`src/rtl/clock_pkg.sv`:
```
// Shared definitions for the front-panel button conditioner.
//   btn_state_t  : arbitration FSM states (IDLE, HOLD, REPEAT, LOCK)
//   DIR_*        : encoding of the latched up/down direction
//   BTN_*        : bit positions of the three buttons in packed button vectors
//   cnt_width()  : bits needed to count 0..max_count (never less than 1)
//   max_int()    : larger of two integers, for sizing shared timers
package clock_pkg;

    typedef enum logic [1:0] {
        IDLE   = 2'd0,
        HOLD   = 2'd1,
        REPEAT = 2'd2,
        LOCK   = 2'd3
    } btn_state_t;

    localparam logic DIR_UP   = 1'b0;
    localparam logic DIR_DOWN = 1'b1;

    localparam int BTN_UP    = 0;
    localparam int BTN_DOWN  = 1;
    localparam int BTN_CLEAR = 2;
    localparam int NUM_BTNS  = 3;

    function automatic int max_int(input int a, input int b);
        return (a > b) ? a : b;
    endfunction

    function automatic int cnt_width(input int max_count);
        return (max_count < 1) ? 1 : $clog2(max_count + 1);
    endfunction

endpackage

```
`src/rtl/button_debouncer.sv`:
```
// Two-flop synchroniser followed by a debounce counter for one raw button.
//   i_clk, i_rstn : clock, asynchronous active-low reset
//   i_btn         : raw asynchronous button level
//   o_d           : debounced level; changes only after DEBOUNCE_CYCLES
//                   consecutive synchronised samples that disagree with it
//   o_rise        : one-cycle pulse in the cycle o_d becomes 1
module button_debouncer
    import clock_pkg::*;
#(
    parameter int DEBOUNCE_CYCLES = 50000
) (
    input  logic i_clk,
    input  logic i_rstn,
    input  logic i_btn,
    output logic o_d,
    output logic o_rise
);

    localparam int CNT_W = cnt_width(DEBOUNCE_CYCLES);
    localparam logic [CNT_W-1:0] CNT_LAST = CNT_W'(DEBOUNCE_CYCLES - 1);

    logic             sync1_reg;
    logic             sync2_reg;
    logic             d_reg;
    logic             rise_reg;
    logic [CNT_W-1:0] cnt_reg;

    always_ff @(posedge i_clk or negedge i_rstn) begin
        if (!i_rstn) begin
            sync1_reg <= 1'b0;
            sync2_reg <= 1'b0;
            d_reg     <= 1'b0;
            rise_reg  <= 1'b0;
            cnt_reg   <= '0;
        end else begin
            sync1_reg <= i_btn;
            sync2_reg <= sync1_reg;
            rise_reg  <= 1'b0;
            if (sync2_reg != d_reg) begin
                // The sample that completes the run flips the state directly,
                // so the flip lands on the DEBOUNCE_CYCLES-th disagreeing edge.
                if (cnt_reg == CNT_LAST) begin
                    d_reg    <= sync2_reg;
                    rise_reg <= sync2_reg;
                    cnt_reg  <= '0;
                end else begin
                    cnt_reg <= cnt_reg + CNT_W'(1);
                end
            end else begin
                cnt_reg <= '0;
            end
        end
    end

    assign o_d    = d_reg;
    assign o_rise = rise_reg;

endmodule

```
`src/rtl/clock_button_conditioner.sv`:
```
// Turns the raw up/down/clear front-panel buttons into single-cycle command
// pulses for the BCD up/down counter. o_up and o_down are never high together.
//   i_clk, i_rstn                     : clock, asynchronous active-low reset
//   i_btn_up, i_btn_down, i_btn_clear : raw asynchronous buttons, active-high
//   o_up, o_down, o_clear             : registered one-cycle command pulses
//   o_repeating                       : high while auto-repeat is running
// Build option: define CLOCK_BTN_AUTOREPEAT_EN to build the long-press
// auto-repeat (HOLD timer and REPEAT state). Without it, a held button gives
// exactly one pulse and o_repeating is tied low.
module clock_button_conditioner
    import clock_pkg::*;
#(
    parameter int DEBOUNCE_CYCLES = 50000,
    parameter int HOLD_CYCLES     = 25000000,
    parameter int REPEAT_CYCLES   = 5000000
) (
    input  logic i_clk,
    input  logic i_rstn,
    input  logic i_btn_up,
    input  logic i_btn_down,
    input  logic i_btn_clear,
    output logic o_up,
    output logic o_down,
    output logic o_clear,
    output logic o_repeating
);

    logic [NUM_BTNS-1:0] btn_raw;
    logic [NUM_BTNS-1:0] d_vec;
    logic [NUM_BTNS-1:0] rise_vec;

    assign btn_raw[BTN_UP]    = i_btn_up;
    assign btn_raw[BTN_DOWN]  = i_btn_down;
    assign btn_raw[BTN_CLEAR] = i_btn_clear;

    generate
        for (genvar gi = 0; gi < NUM_BTNS; gi++) begin : g_deb
            button_debouncer #(
                .DEBOUNCE_CYCLES(DEBOUNCE_CYCLES)
            ) u_deb (
                .i_clk (i_clk),
                .i_rstn(i_rstn),
                .i_btn (btn_raw[gi]),
                .o_d   (d_vec[gi]),
                .o_rise(rise_vec[gi])
            );
        end
    endgenerate

    logic d_up, d_down, d_clear;
    logic rise_up, rise_down, rise_clear;
    assign d_up       = d_vec[BTN_UP];
    assign d_down     = d_vec[BTN_DOWN];
    assign d_clear    = d_vec[BTN_CLEAR];
    assign rise_up    = rise_vec[BTN_UP];
    assign rise_down  = rise_vec[BTN_DOWN];
    assign rise_clear = rise_vec[BTN_CLEAR];

    btn_state_t state_reg, state_next;
    logic       dir_reg, dir_next;
    logic       up_reg, up_next;
    logic       down_reg, down_next;
    logic       clear_reg;
    logic       dir_held;
    logic       opp_rise;

    // Level of the button that started the current press, and a fresh press
    // of the other one (which aborts the press into LOCK).
    assign dir_held = (dir_reg == DIR_DOWN) ? d_down : d_up;
    assign opp_rise = (dir_reg == DIR_DOWN) ? rise_up : rise_down;

`ifdef CLOCK_BTN_AUTOREPEAT_EN
    localparam int TMR_W = cnt_width(max_int(HOLD_CYCLES, REPEAT_CYCLES));
    localparam logic [TMR_W-1:0] HOLD_LAST   = TMR_W'(HOLD_CYCLES - 1);
    localparam logic [TMR_W-1:0] REPEAT_LAST = TMR_W'(REPEAT_CYCLES - 1);

    logic [TMR_W-1:0] tmr_reg, tmr_next;
    logic             tmr_done;

    assign tmr_done = (state_reg == HOLD) ? (tmr_reg == HOLD_LAST)
                                          : (tmr_reg == REPEAT_LAST);
`endif

    always_comb begin
        state_next = state_reg;
        dir_next   = dir_reg;
        up_next    = 1'b0;
        down_next  = 1'b0;
`ifdef CLOCK_BTN_AUTOREPEAT_EN
        tmr_next   = tmr_reg;
`endif
        if (d_clear) begin
            // Clear owns the counter for as long as it is held.
            state_next = LOCK;
        end else begin
            case (state_reg)
                IDLE: begin
                    if (rise_up && rise_down) begin
                        state_next = LOCK;
                    end else if (rise_up || rise_down) begin
                        dir_next   = rise_down ? DIR_DOWN : DIR_UP;
                        up_next    = rise_up;
                        down_next  = rise_down;
                        state_next = HOLD;
`ifdef CLOCK_BTN_AUTOREPEAT_EN
                        tmr_next   = '0;
`endif
                    end
                end
                HOLD, REPEAT: begin
                    if (opp_rise) begin
                        state_next = LOCK;
                    end else if (!dir_held) begin
                        state_next = IDLE;
                    end else begin
`ifdef CLOCK_BTN_AUTOREPEAT_EN
                        if (tmr_done) begin
                            up_next    = (dir_reg == DIR_UP);
                            down_next  = (dir_reg == DIR_DOWN);
                            tmr_next   = '0;
                            state_next = REPEAT;
                        end else begin
                            tmr_next = tmr_reg + TMR_W'(1);
                        end
`endif
                    end
                end
                LOCK: begin
                    if (!d_up && !d_down) begin
                        state_next = IDLE;
                    end
                end
                default: state_next = IDLE;
            endcase
        end
    end

    always_ff @(posedge i_clk or negedge i_rstn) begin
        if (!i_rstn) begin
            state_reg <= IDLE;
            dir_reg   <= DIR_UP;
            up_reg    <= 1'b0;
            down_reg  <= 1'b0;
            clear_reg <= 1'b0;
        end else begin
            state_reg <= state_next;
            dir_reg   <= dir_next;
            up_reg    <= up_next;
            down_reg  <= down_next;
            clear_reg <= rise_clear;
        end
    end

`ifdef CLOCK_BTN_AUTOREPEAT_EN
    logic repeating_reg;

    always_ff @(posedge i_clk or negedge i_rstn) begin
        if (!i_rstn) begin
            tmr_reg       <= '0;
            repeating_reg <= 1'b0;
        end else begin
            tmr_reg       <= tmr_next;
            repeating_reg <= (state_next == REPEAT);
        end
    end

    assign o_repeating = repeating_reg;
`else
    assign o_repeating = 1'b0;
`endif

    assign o_up    = up_reg;
    assign o_down  = down_reg;
    assign o_clear = clear_reg;

endmodule

```
`config.mk`:
```
export PLATFORM = sky130hd
export DESIGN_NAME = clock_button_conditioner
export DESIGN_NICKNAME = d
export VERILOG_FILES = /design/src/rtl/clock_pkg.sv /design/src/rtl/button_debouncer.sv /design/src/rtl/clock_button_conditioner.sv
export SDC_FILE = /design/constraint.sdc
export NUM_CORES = 1
export LEC_CHECK = 0
export CAP_MARGIN = 20
export CORE_UTILIZATION = 61
export CTS_CLUSTER_SIZE = 40
export DETAILED_ROUTE_END_ITERATION = 6
export PLACE_DENSITY_LB_ADDON = 0.3
export SETUP_SLACK_MARGIN = 0.3
export SYNTH_ARGS = -nofsm -noshare
export SYNTH_HDL_FRONTEND = slang
export SYNTH_HIERARCHICAL = 1
export SYNTH_SLANG_ARGS = --single-unit
```
`constraint.sdc`:
```
create_clock -name i_clk -period 2 [get_ports i_clk]
set_input_delay 0.3 -clock i_clk [delete_from_list [all_inputs] [get_ports i_clk]]
set_output_delay 0.3 -clock i_clk [all_outputs]
set_load 0.005 [all_outputs]
```
==> reports/qor.txt <==
critical path peak fanout: 5
Fin. Hold Viols: 0
FF-to-FF Start: g_deb[0].u_deb/cnt_reg[8]
Crit Path Class: register to register
DP Area: 3267 µm²
reg2reg end: g_deb[0].u_deb/cnt_reg[14]
WP data required: 2270 ps
Overall Power: 2446 µW
Worst-path clk slew: 70 ps
total of max-cap violations: 0
synthesized instance count: 290
post-route cell area: 3457 µm²
vias after detailed routing: 2072
I/O Pins: 9
layout cells sized above 1: 10.93%
Final nets: 316
GRT Total Usage: 22.51%
hold path start: g_deb[1].u_deb/sync1_reg
root buf cell: clkbuf_8
row count: 25
GPL Wtd Cong: 0.8285
largest net degree at the start of global routing: 67
pre-CTS WS: 345.3 ps
path depth of the worst reg2reg path: 4
syn nets: 300
Die Ht: 73.53 µm
area leader, netlist: dfrtp_1
synthesis-to-finish area growth: 10.79%
Worst Hold Class: register to register
DR pass1 iterations: 4
CP max stage delay: 440 ps
final setup violation count: 0
clock tree buffer depth: 2
Post-synth EDFFs: 0
total grt overflow: 0
fin crit share: 80.28%
diode count: 0
DRC: 0
top cells by area, synth: dfrtp_1, xnor2_1, nor2_1
Clk Latency, worst-skew pair: 340 ps
full die area: 5406 µm²
Unique masters post-synth: 31
H-tree level count: 3
top-count cell post-synth: dfrtp_1
TritonCTS buffer count: 9
skew final: 6.002 ps
core area: 4817 µm²
Largest register FFs: 48
outcome: finished, final reports clean
#FFs+latches synth: 66
nature of the critical path endpoint: register
CP max-delay cell: dfrtp_1
WP data arrival: 1880 ps
top-area cell type share of the netlist area: 52.93%
Initial DRC Count: 80
r2r setup slk: 390 ps
IO Port Bufs: 7
CP startpoint kind: register
fin util: 71.77%
global-route wire length before repair: 8.963 mm
DPL Wire Length: 3.323 mm
Crit path buffers/inverters: 0
Tmin final: 1606 ps
number of antenna violations at the first check in global routing: 0
TritonCTS clock tree: yes
Min-Delay Endpoint: g_deb[1].u_deb/sync2_reg
setup TNS: 0 ps
Synth top cells by count: dfrtp_1, nor2_1, xnor2_1, inv_1
die width: 73.53 µm
Detailed Route WL: 5.057 mm
RSZ-0062 raised after global routing: true
clock sink count: 66
critical path, cell by cell: nand4_2 > or3_1 > or4_1 > a21oi_1
YS warnings: 6
Peak VDD IR: 0.4845 mV
Final ANT Viol Nets: 0
initial cell density of the core: 64.78%
top achievable clock speed: 622.8 MHz
hold depth: 0
Syn Area/Cell: 10.76 µm²
setup ws final: 394.4 ps
top_reg_cell synth: dfrtp_1
routed len/inst: 13.38 µm
leakage power: 0.001406 µW
vias in the first global route: 2037
Pwr Density: 707.7 nW/µm²
fraction of registers with async set/reset: 100.0%
vias per std cell: 5.481
register area share after synthesis: 52.93%
critical path's top delay family: simple AND/OR/NAND/NOR gates
Max Slew Vio Count: 0
post-synthesis cell area: 3120 µm²
-- timing repair --
| item | 4_1_cts | 5_1_grt |
|---|---|---|
| setup endpoints to repair | 0 | 3 |
| buffers inserted | 0 | 0 |
| gates resized for setup | 0 | 3 |
| hold buffers | 1 | 0 |
| hold endpoints to repair | 66 | 0 |
-- stage by stage --
stage | cells | hold WS [ps]
finish | 378 | 347.8
floorplan | 290 | 4.409
CTS | 378 | 352.3
global placement | 361 | 332.0
detailed placement | 361 | 335.8
global route | 378 | 365.4
-- how the worst max path moves through the flow --
stage                     cells after the start                 startpoint                         end
after detailed placement                      4  g_deb[1].u_deb/cnt_reg[7]  g_deb[1].u_deb/cnt_reg[14]
after floorplan                               4  g_deb[0].u_deb/cnt_reg[7]  g_deb[0].u_deb/cnt_reg[14]
final                                         4  g_deb[0].u_deb/cnt_reg[8]  g_deb[0].u_deb/cnt_reg[14]
after global routing                          4  g_deb[1].u_deb/cnt_reg[8]  g_deb[1].u_deb/cnt_reg[14]
after global placement                        4  g_deb[0].u_deb/cnt_reg[7]  g_deb[0].u_deb/cnt_reg[14]
after CTS                                     4  g_deb[1].u_deb/cnt_reg[7]  g_deb[1].u_deb/cnt_reg[14]
-- cells by family (layout without fill, tap and decap cells) --
kind of cell               after synthesis  after routing  share of synthesized area, %
xor gates and xnor gates                42             42                         11.79
other                                    1              1                        0.1202
and+or+nand+nor                        140            140                         25.82
buffers and inverters                   19             40                         2.526
adders and majority gates                5              5                         2.005
muxes                                    8              8                         2.686
AOI/OAI and AO/OA                        9              9                         2.125
DFF                                     66             66                         52.93
-- per-layer routing --
metal	track usage (%)	part of all wire (%)	wire, µm	vias up
met5	0	0	0	-
met4	7.906	0.87	44	0
met3	9.465	3.7	188	4
met2	35.07	48	2411	29
met1	28.23	48	2412	1009
li1	-	-	-	1030
-- cell type report --
| class | count | area, µm² |
|---|---|---|
| Fill cell | 352 | 1360 |
| Multi-Input combinational cell | 205 | 1390 |
| Sequential cell | 66 | 1655 |
| Clock buffer | 9 | 123.9 |
| Inverter | 15 | 56.30 |
| Timing Repair Buffer | 9 | 95.09 |
| Clock inverter | 7 | 52.55 |
| Tap cell | 67 | 83.83 |
-- placed cells by master (no fill, tap or decap), types with 5 or more instances in the layout --
master           Yosys  layout
and3_1               6       6
clkbuf_8             0       9
clkdlybuf4s50_1      0       6
dfrtp_1             66      63
ha_1                 5       5
inv_1               15      15
mux2i_1              5       5
nand2_1              6       6
nand3_1             12      12
nand4_1              6       6
nand4_2              6       6
nor2_1              53      53
nor3_1              12      12
nor3b_1              7       7
nor4_1               9       9
nor4bb_1             6       6
xnor2_1             33      33
xor2_1               9       9
-- where the power goes --
group | internal, µW | total (µW) | switching (µW)
Combinational | 29.2 | 81.9 | 52.7
Clock | 454 | 991 | 537
Sequential | 1350 | 1370 | 19.2
Total | 1840 | 2450 | 609
No activity file was read; power rests on OpenSTA's default activity.
